**src/rtl/half_duplex_line_ctrl.sv**
```systemverilog
// -----------------------------------------------------------------------------
// half_duplex_line_ctrl
//
// Sequences one transaction on a shared single-wire half-duplex bus by driving
// the data input and output-enable of the downstream three-state pad buffer.
// A transaction is a driven frame (start bit, WIDTH data bits LSB first, stop
// bit). It is optionally followed by a released turnaround guard and a WIDTH-bit
// response sampled from the pad input.
//
// Every output register is loaded from the next-state decode. As a result, each
// output is aligned with the state that is current in the same cycle.
//
// Parameters:
//   WIDTH       bits per data word (tx and rx), >= 1
//   BIT_TICKS   clock cycles per bit slot, >= 2
//   TURN_TICKS  released guard cycles between tx and rx, >= 1
//
// Ports:
//   clk       system clock, rising edge
//   rst       asynchronous active-high reset
//   start     transaction request, sampled only in IDLE
//   rx_en     read back a response after tx (latched with start)
//   tx_data   word to transmit (latched with start)
//   line_in   synchronised bus level from the pad
//   line_out  data level to the three-state buffer
//   line_oe   output-enable to the three-state buffer (1 = drive)
//   busy      1 whenever the controller is not IDLE
//   done      one-cycle pulse at the end of a transaction
//   rx_data   last received word, LSB received first
// -----------------------------------------------------------------------------
module half_duplex_line_ctrl #(
    parameter int unsigned WIDTH      = 8,
    parameter int unsigned BIT_TICKS  = 4,
    parameter int unsigned TURN_TICKS = 2
) (
    input  logic             clk,
    input  logic             rst,
    input  logic             start,
    input  logic             rx_en,
    input  logic [WIDTH-1:0] tx_data,
    input  logic             line_in,
    output logic             line_out,
    output logic             line_oe,
    output logic             busy,
    output logic             done,
    output logic [WIDTH-1:0] rx_data
);

    // One tick counter serves both bit slots and the turnaround guard.
    localparam int unsigned CNT_MAX     = (BIT_TICKS > TURN_TICKS) ? BIT_TICKS : TURN_TICKS;
    localparam int unsigned TICK_W      = (CNT_MAX > 1) ? $clog2(CNT_MAX) : 1;
    localparam int unsigned BIT_W       = (WIDTH > 1) ? $clog2(WIDTH) : 1;
    localparam int unsigned SAMPLE_TICK = BIT_TICKS / 2;

    localparam logic [TICK_W-1:0] BIT_LAST  = TICK_W'(BIT_TICKS - 1);
    localparam logic [TICK_W-1:0] TURN_LAST = TICK_W'(TURN_TICKS - 1);
    localparam logic [TICK_W-1:0] SAMPLE_AT = TICK_W'(SAMPLE_TICK);
    localparam logic [BIT_W-1:0]  WORD_LAST = BIT_W'(WIDTH - 1);

    localparam logic [2:0] S_IDLE  = 3'd0;
    localparam logic [2:0] S_START = 3'd1;
    localparam logic [2:0] S_DATA  = 3'd2;
    localparam logic [2:0] S_STOP  = 3'd3;
    localparam logic [2:0] S_TURN  = 3'd4;
    localparam logic [2:0] S_RX    = 3'd5;
    localparam logic [2:0] S_DONE  = 3'd6;

    logic [2:0]        state_q,    state_d;
    logic [TICK_W-1:0] tick_q,     tick_d;
    logic [BIT_W-1:0]  bit_q,      bit_d;
    logic [WIDTH-1:0]  tx_sh_q,    tx_sh_d;
    logic [WIDTH-1:0]  rx_sh_q,    rx_sh_d;
    logic              rx_flag_q,  rx_flag_d;

    logic              line_out_q, line_out_d;
    logic              line_oe_q,  line_oe_d;
    logic              busy_q,     busy_d;
    logic              done_q,     done_d;
    logic [WIDTH-1:0]  rx_data_q,  rx_data_d;

    logic              tick_end_c;
    logic              word_end_c;

    assign tick_end_c = (tick_q == BIT_LAST);
    assign word_end_c = (bit_q == WORD_LAST);

    // State, counters, shift registers and output registers.
    always_ff @(posedge clk or posedge rst) begin
        if (rst) begin
            state_q    <= S_IDLE;
            tick_q     <= '0;
            bit_q      <= '0;
            tx_sh_q    <= '0;
            rx_sh_q    <= '0;
            rx_flag_q  <= 1'b0;
            line_out_q <= 1'b1;
            line_oe_q  <= 1'b0;
            busy_q     <= 1'b0;
            done_q     <= 1'b0;
            rx_data_q  <= '0;
        end else begin
            state_q    <= state_d;
            tick_q     <= tick_d;
            bit_q      <= bit_d;
            tx_sh_q    <= tx_sh_d;
            rx_sh_q    <= rx_sh_d;
            rx_flag_q  <= rx_flag_d;
            line_out_q <= line_out_d;
            line_oe_q  <= line_oe_d;
            busy_q     <= busy_d;
            done_q     <= done_d;
            rx_data_q  <= rx_data_d;
        end
    end

    // Next-state, counter and shift-register decode.
    always_comb begin
        state_d   = state_q;
        tick_d    = tick_q;
        bit_d     = bit_q;
        tx_sh_d   = tx_sh_q;
        rx_sh_d   = rx_sh_q;
        rx_flag_d = rx_flag_q;

        case (state_q)
            S_IDLE: begin
                if (start) begin
                    state_d   = S_START;
                    tx_sh_d   = tx_data;
                    rx_flag_d = rx_en;
                    rx_sh_d   = '0;
                    tick_d    = '0;
                    bit_d     = '0;
                end
            end

            S_START: begin
                if (tick_end_c) begin
                    tick_d  = '0;
                    state_d = S_DATA;
                end else begin
                    tick_d = tick_q + TICK_W'(1);
                end
            end

            // The shift register's LSB is always the bit on the wire.
            S_DATA: begin
                if (tick_end_c) begin
                    tick_d  = '0;
                    tx_sh_d = tx_sh_q >> 1;
                    if (word_end_c) begin
                        bit_d   = '0;
                        state_d = S_STOP;
                    end else begin
                        bit_d = bit_q + BIT_W'(1);
                    end
                end else begin
                    tick_d = tick_q + TICK_W'(1);
                end
            end

            S_STOP: begin
                if (tick_end_c) begin
                    tick_d  = '0;
                    state_d = rx_flag_q ? S_TURN : S_DONE;
                end else begin
                    tick_d = tick_q + TICK_W'(1);
                end
            end

            S_TURN: begin
                if (tick_q == TURN_LAST) begin
                    tick_d  = '0;
                    state_d = S_RX;
                end else begin
                    tick_d = tick_q + TICK_W'(1);
                end
            end

            // The single mid-slot sample rejects edges and glitches elsewhere in the slot.
            S_RX: begin
                if (tick_q == SAMPLE_AT) begin
                    rx_sh_d = (rx_sh_q >> 1) | (WIDTH'(line_in) << (WIDTH - 1));
                end
                if (tick_end_c) begin
                    tick_d = '0;
                    if (word_end_c) begin
                        bit_d   = '0;
                        state_d = S_DONE;
                    end else begin
                        bit_d = bit_q + BIT_W'(1);
                    end
                end else begin
                    tick_d = tick_q + TICK_W'(1);
                end
            end

            S_DONE: begin
                state_d = S_IDLE;
            end

            default: begin
                state_d = S_IDLE;
                tick_d  = '0;
                bit_d   = '0;
            end
        endcase
    end

    // Output decode from the next state, so that each registered output matches the state.
    always_comb begin
        line_oe_d  = 1'b0;
        line_out_d = 1'b1;
        busy_d     = (state_d != S_IDLE);
        done_d     = (state_d == S_DONE);
        rx_data_d  = rx_data_q;

        case (state_d)
            S_START: begin
                line_oe_d  = 1'b1;
                line_out_d = 1'b0;
            end
            S_DATA: begin
                line_oe_d  = 1'b1;
                line_out_d = tx_sh_d[0];
            end
            S_STOP: begin
                line_oe_d  = 1'b1;
                line_out_d = 1'b1;
            end
            default: begin
                line_oe_d  = 1'b0;
                line_out_d = 1'b1;
            end
        endcase

        // DONE is entered exactly once per transaction, so this loads rx_data once.
        if ((state_d == S_DONE) && (state_q != S_DONE) && rx_flag_q) begin
            rx_data_d = rx_sh_d;
        end
    end

    assign line_out = line_out_q;
    assign line_oe  = line_oe_q;
    assign busy     = busy_q;
    assign done     = done_q;
    assign rx_data  = rx_data_q;

endmodule
```
**config.mk**
```make
export PLATFORM = sky130hd
export DESIGN_NAME = half_duplex_line_ctrl
export DESIGN_NICKNAME = d
export VERILOG_FILES = /design/src/rtl/half_duplex_line_ctrl.sv
export SDC_FILE = /design/constraint.sdc
export NUM_CORES = 1
export LEC_CHECK = 0
export CORE_MARGIN = 2
export CORE_UTILIZATION = 40
export DETAILED_ROUTE_END_ITERATION = 7
export SLEW_MARGIN = 10
export SYNTH_ARGS = -nofsm -noshare
export SYNTH_HDL_FRONTEND = slang
export SYNTH_SLANG_ARGS = --single-unit
```
**constraint.sdc**
```tcl
create_clock -name clk -period 1.9 [get_ports clk]
set_clock_uncertainty 0.2 [all_clocks]
set_input_delay 0.38 -clock clk [delete_from_list [all_inputs] [get_ports clk]]
set_output_delay 0.38 -clock clk [all_outputs]
set_load 0.1 [all_outputs]
```
==> results.py <==
metrics = {
    "outcome": {
        "status": "finished clean",
    },
    "yosys": {
        "synth.area.top_cells": "dfrtp_1 (50%), mux2_2 (6.3%), ha_1 (4.9%)",
        "ys_seq_area_share_pct": 51.8,
        "yosys.area.top_type": "dfrtp_1",
        "synth.top_cell.area_share_pct": 50.3,
        "syn_nets": 173,
        "async_flop_share_pct": 100,
        "ys.flop_type": "dfrtp_1",
        "synthTopCellsByCount": "dfrtp_1 (36), inv_1 (11), o21ai_0 (11)",
        "mappedNetlistArea_sq_um": 1790,
        "syn_inst": 153,
        "syn_avg_cell_area_sq_um": 11.7,
        "synth_seq_cells": 37,
        "ys_warn_count": 0,
        "synth_edf_count": 0,
        "synth.distinct_cells": 43,
        "yosysMostFrequentCell": "dfrtp_1",
    },
    "setup_path": {
        "cp_max_fo": 5,
        "critical_path_required_ns": 1.94,
        "slowest_stage": "clkdlybuf4s50_1",
        "crit_type": "input pin to register",
        "crit_arrival_ns": 1.90,
        "end_kind": "register",
        "critPathBufInv": 2,
        "r2r-start": "state_q[2]",
        "worst_setup_path_start_kind": "input pin",
        "crit_chain": "clkdlybuf4s50_1, buf_4, mux2i_1, a221o_1, nor3_2, mux2_2",
        "critPathTopFamily": "buffers and inverters",
        "worst-r2r-setup-slack_ns": 0.04,
        "rr_endpoint": "bit_q[0]",
        "cp-startpoint": "start",
        "slowest_delay_ns": 0.52,
        "reg2reg_depth": 5,
    },
    "clock_tree": {
        "clk_latency_ns": 0.30,
        "cts_tree": "yes",
        "root_buffer": "clkbuf_8",
        "clockBufferDepth": 2,
        "cts_sinks": 37,
        "clk_pin_slew_ns": 0.08,
        "cts_made_buffers": 5,
        "postCtsHoldBufs": 0,
        "htree_levels": 2,
    },
    "placement": {
        "place_ws_ns": -0.298,
        "gp_congestion": 0.864,
        "numPortBuffers": 24,
        "hpwl_microns": 2840,
    },
    "timing": {
        "grt_setup_unrepaired": "yes",
        "fin_ws_ns": 0.0339,
        "timing.final.crit_share_pct": 98.2,
        "finalSetupViolations": 0,
        "fmax_mhz": 536,
        "tightest_slew_ns": 0.431,
        "hold_viol_final": 0,
        "finalWorstPathRequiredPeriod_ns": 1.87,
        "relSlewSlack_pct": 71.2,
        "drv_slew": 0,
    },
    "drt": {
        "drt_iter0_drc": 68,
        "drcViolationCount": 0,
        "vias": 1405,
        "ant_nets": 0,
        "post_drt_wl_per_cell_microns": 15.5,
        "first_pass_iters": 4,
        "wl_microns": 3960,
        "viasPerCell": 5.49,
    },
    "pwr": {
        "max-vdd-ir-drop_mv": 0.774,
        "p_leak_nw": 1.20,
        "p_per_area_nw_per_um2": 1480,
    },
    "grt": {
        "grt_pass1_vias": 1480,
        "antenna_found_initial": 0,
        "grt_pass1_wl_microns": 6780,
        "grt_max_degree": 38,
        "grtUsageTotal_pct": 17.2,
        "overflow": 0,
    },
    "floorplan": {
        "die_w_microns": 70.9,
        "initial_core_util_pct": 41.4,
        "num_rows": 24,
        "core_sq_um": 4320,
        "die_area_sq_um": 5030,
        "die_h_microns": 70.9,
        "pin_count": 25,
    },
    "cells_and_area": {
        "syn_to_final_growth_pct": 44.9,
        "final_nets": 223,
        "antenna_cells": 0,
        "drive_above_1_share_pct": 36.8,
        "n_fill_cell": 359,
        "final_core_util_pct": 60.0,
    },
    "hold_path": {
        "hp-class": "input pin to asynchronous set/reset pin",
    },
    "job": {
        "cap_violations": 0,
    },
}
[stage by stage]
stage	TNS [ns]	total power, mW	cells	instance area [sq um]	hold slack, ns
after floorplan	0	2.21	153	1790	0.250
after global placement	-4.00	2.78	246	2370	0.269
after detailed placement	-4.77	2.85	246	2370	0.278
after CTS	0	3.69	254	2520	0.226
after global routing	-0.0408	4.07	256	2590	0.256
final	0	3.84	256	2590	0.220
[layout by cell type (no fill, tap or decap), types with 3 or more instances in the layout]
cell type        Yosys  routed
a21oi_1              3       3
a22o_1               9       9
a22oi_1              7       7
buf_12               0      14
buf_4                2      22
clkbuf_8             0       5
clkdlybuf4s50_1      0      12
dfrtp_1             36      34
ha_1                 7       6
inv_1               11      11
mux2_2              10      10
nand2_1             10       9
nand2b_1             3       3
nor2_1               5       5
o21ai_0             11       9
[layer usage]
layer  global-route usage, %  up-vias  wire (microns)
li1                        -      657               -
met1                    21.3      716            1710
met2                    28.7       26            2050
met3                    4.70        6             147
met4                    6.50        0              53
met5                       0        -               0
[registers in the layout (all words and copies together) (netlist names)]
signal	count
busy	1
rx_sh_q	8
line_oe	1
tick_q	2
tx_sh_q	8
rx_flag_q	1
state_q	3
line_out	1
bit_q	3
rx_data	8
done	1
[area by class of cell]
| type | count | area (sq um) | area share [%] |
|---|---|---|---|
| Clock buffer | 5 | 68.8 | 2.65 |
| Clock inverter | 3 | 68.8 | 2.65 |
| Inverter | 11 | 41.3 | 1.59 |
| Multi-Input combinational cell | 99 | 845 | 32.5 |
| Sequential cell | 37 | 930 | 35.8 |
| Tap cell | 52 | 65.1 | 2.51 |
| Timing Repair Buffer | 49 | 577 | 22.2 |
[where the power goes]
| group | switching, mW | leakage, nW | internal [mW] | total [mW] |
|---|---|---|---|---|
| Combinational | 0.997 | 0.639 | 0.837 | 1.83 |
| Sequential | 0.171 | 0.487 | 1.00 | 1.17 |
| Clock | 0.306 | 0.0687 | 0.528 | 0.835 |
[worst register-to-register path: stages (launching register included)]
cell     delay, ns
dfrtp_2       0.47
inv_1         0.09
ha_1          0.29
a221o_1       0.36
nor3_2        0.23
mux2_2        0.17
[worst max-delay path by stage]
stage,depth (start not counted),to,slack (ns)
final,6,bit_q[0],0.03
after global routing,5,line_out,-0.02
after floorplan,7,line_out,0.05
after detailed placement,5,rx_data[7],-0.30
after CTS,6,line_out,0.001
after global placement,5,rx_data[5],-0.26
[kinds of logic after synthesis]
| family | after synthesis | synth area share (%) |
|---|---|---|
| buf+inv | 17 | 4.61 |
| compound gates | 46 | 19.2 |
| simple gates | 34 | 12.1 |
| fa+ha+maj | 7 | 4.89 |
| mux | 12 | 7.41 |
| flops | 37 | 51.8 |
[timing repair]
item,CTS,global route
gates cloned,0,0
endpoints found under the setup margin,13,18
buffers inserted,0,2
pin swaps,0,4
resized for setup,3,15
Note: power is estimated with default switching activity, not from simulation.
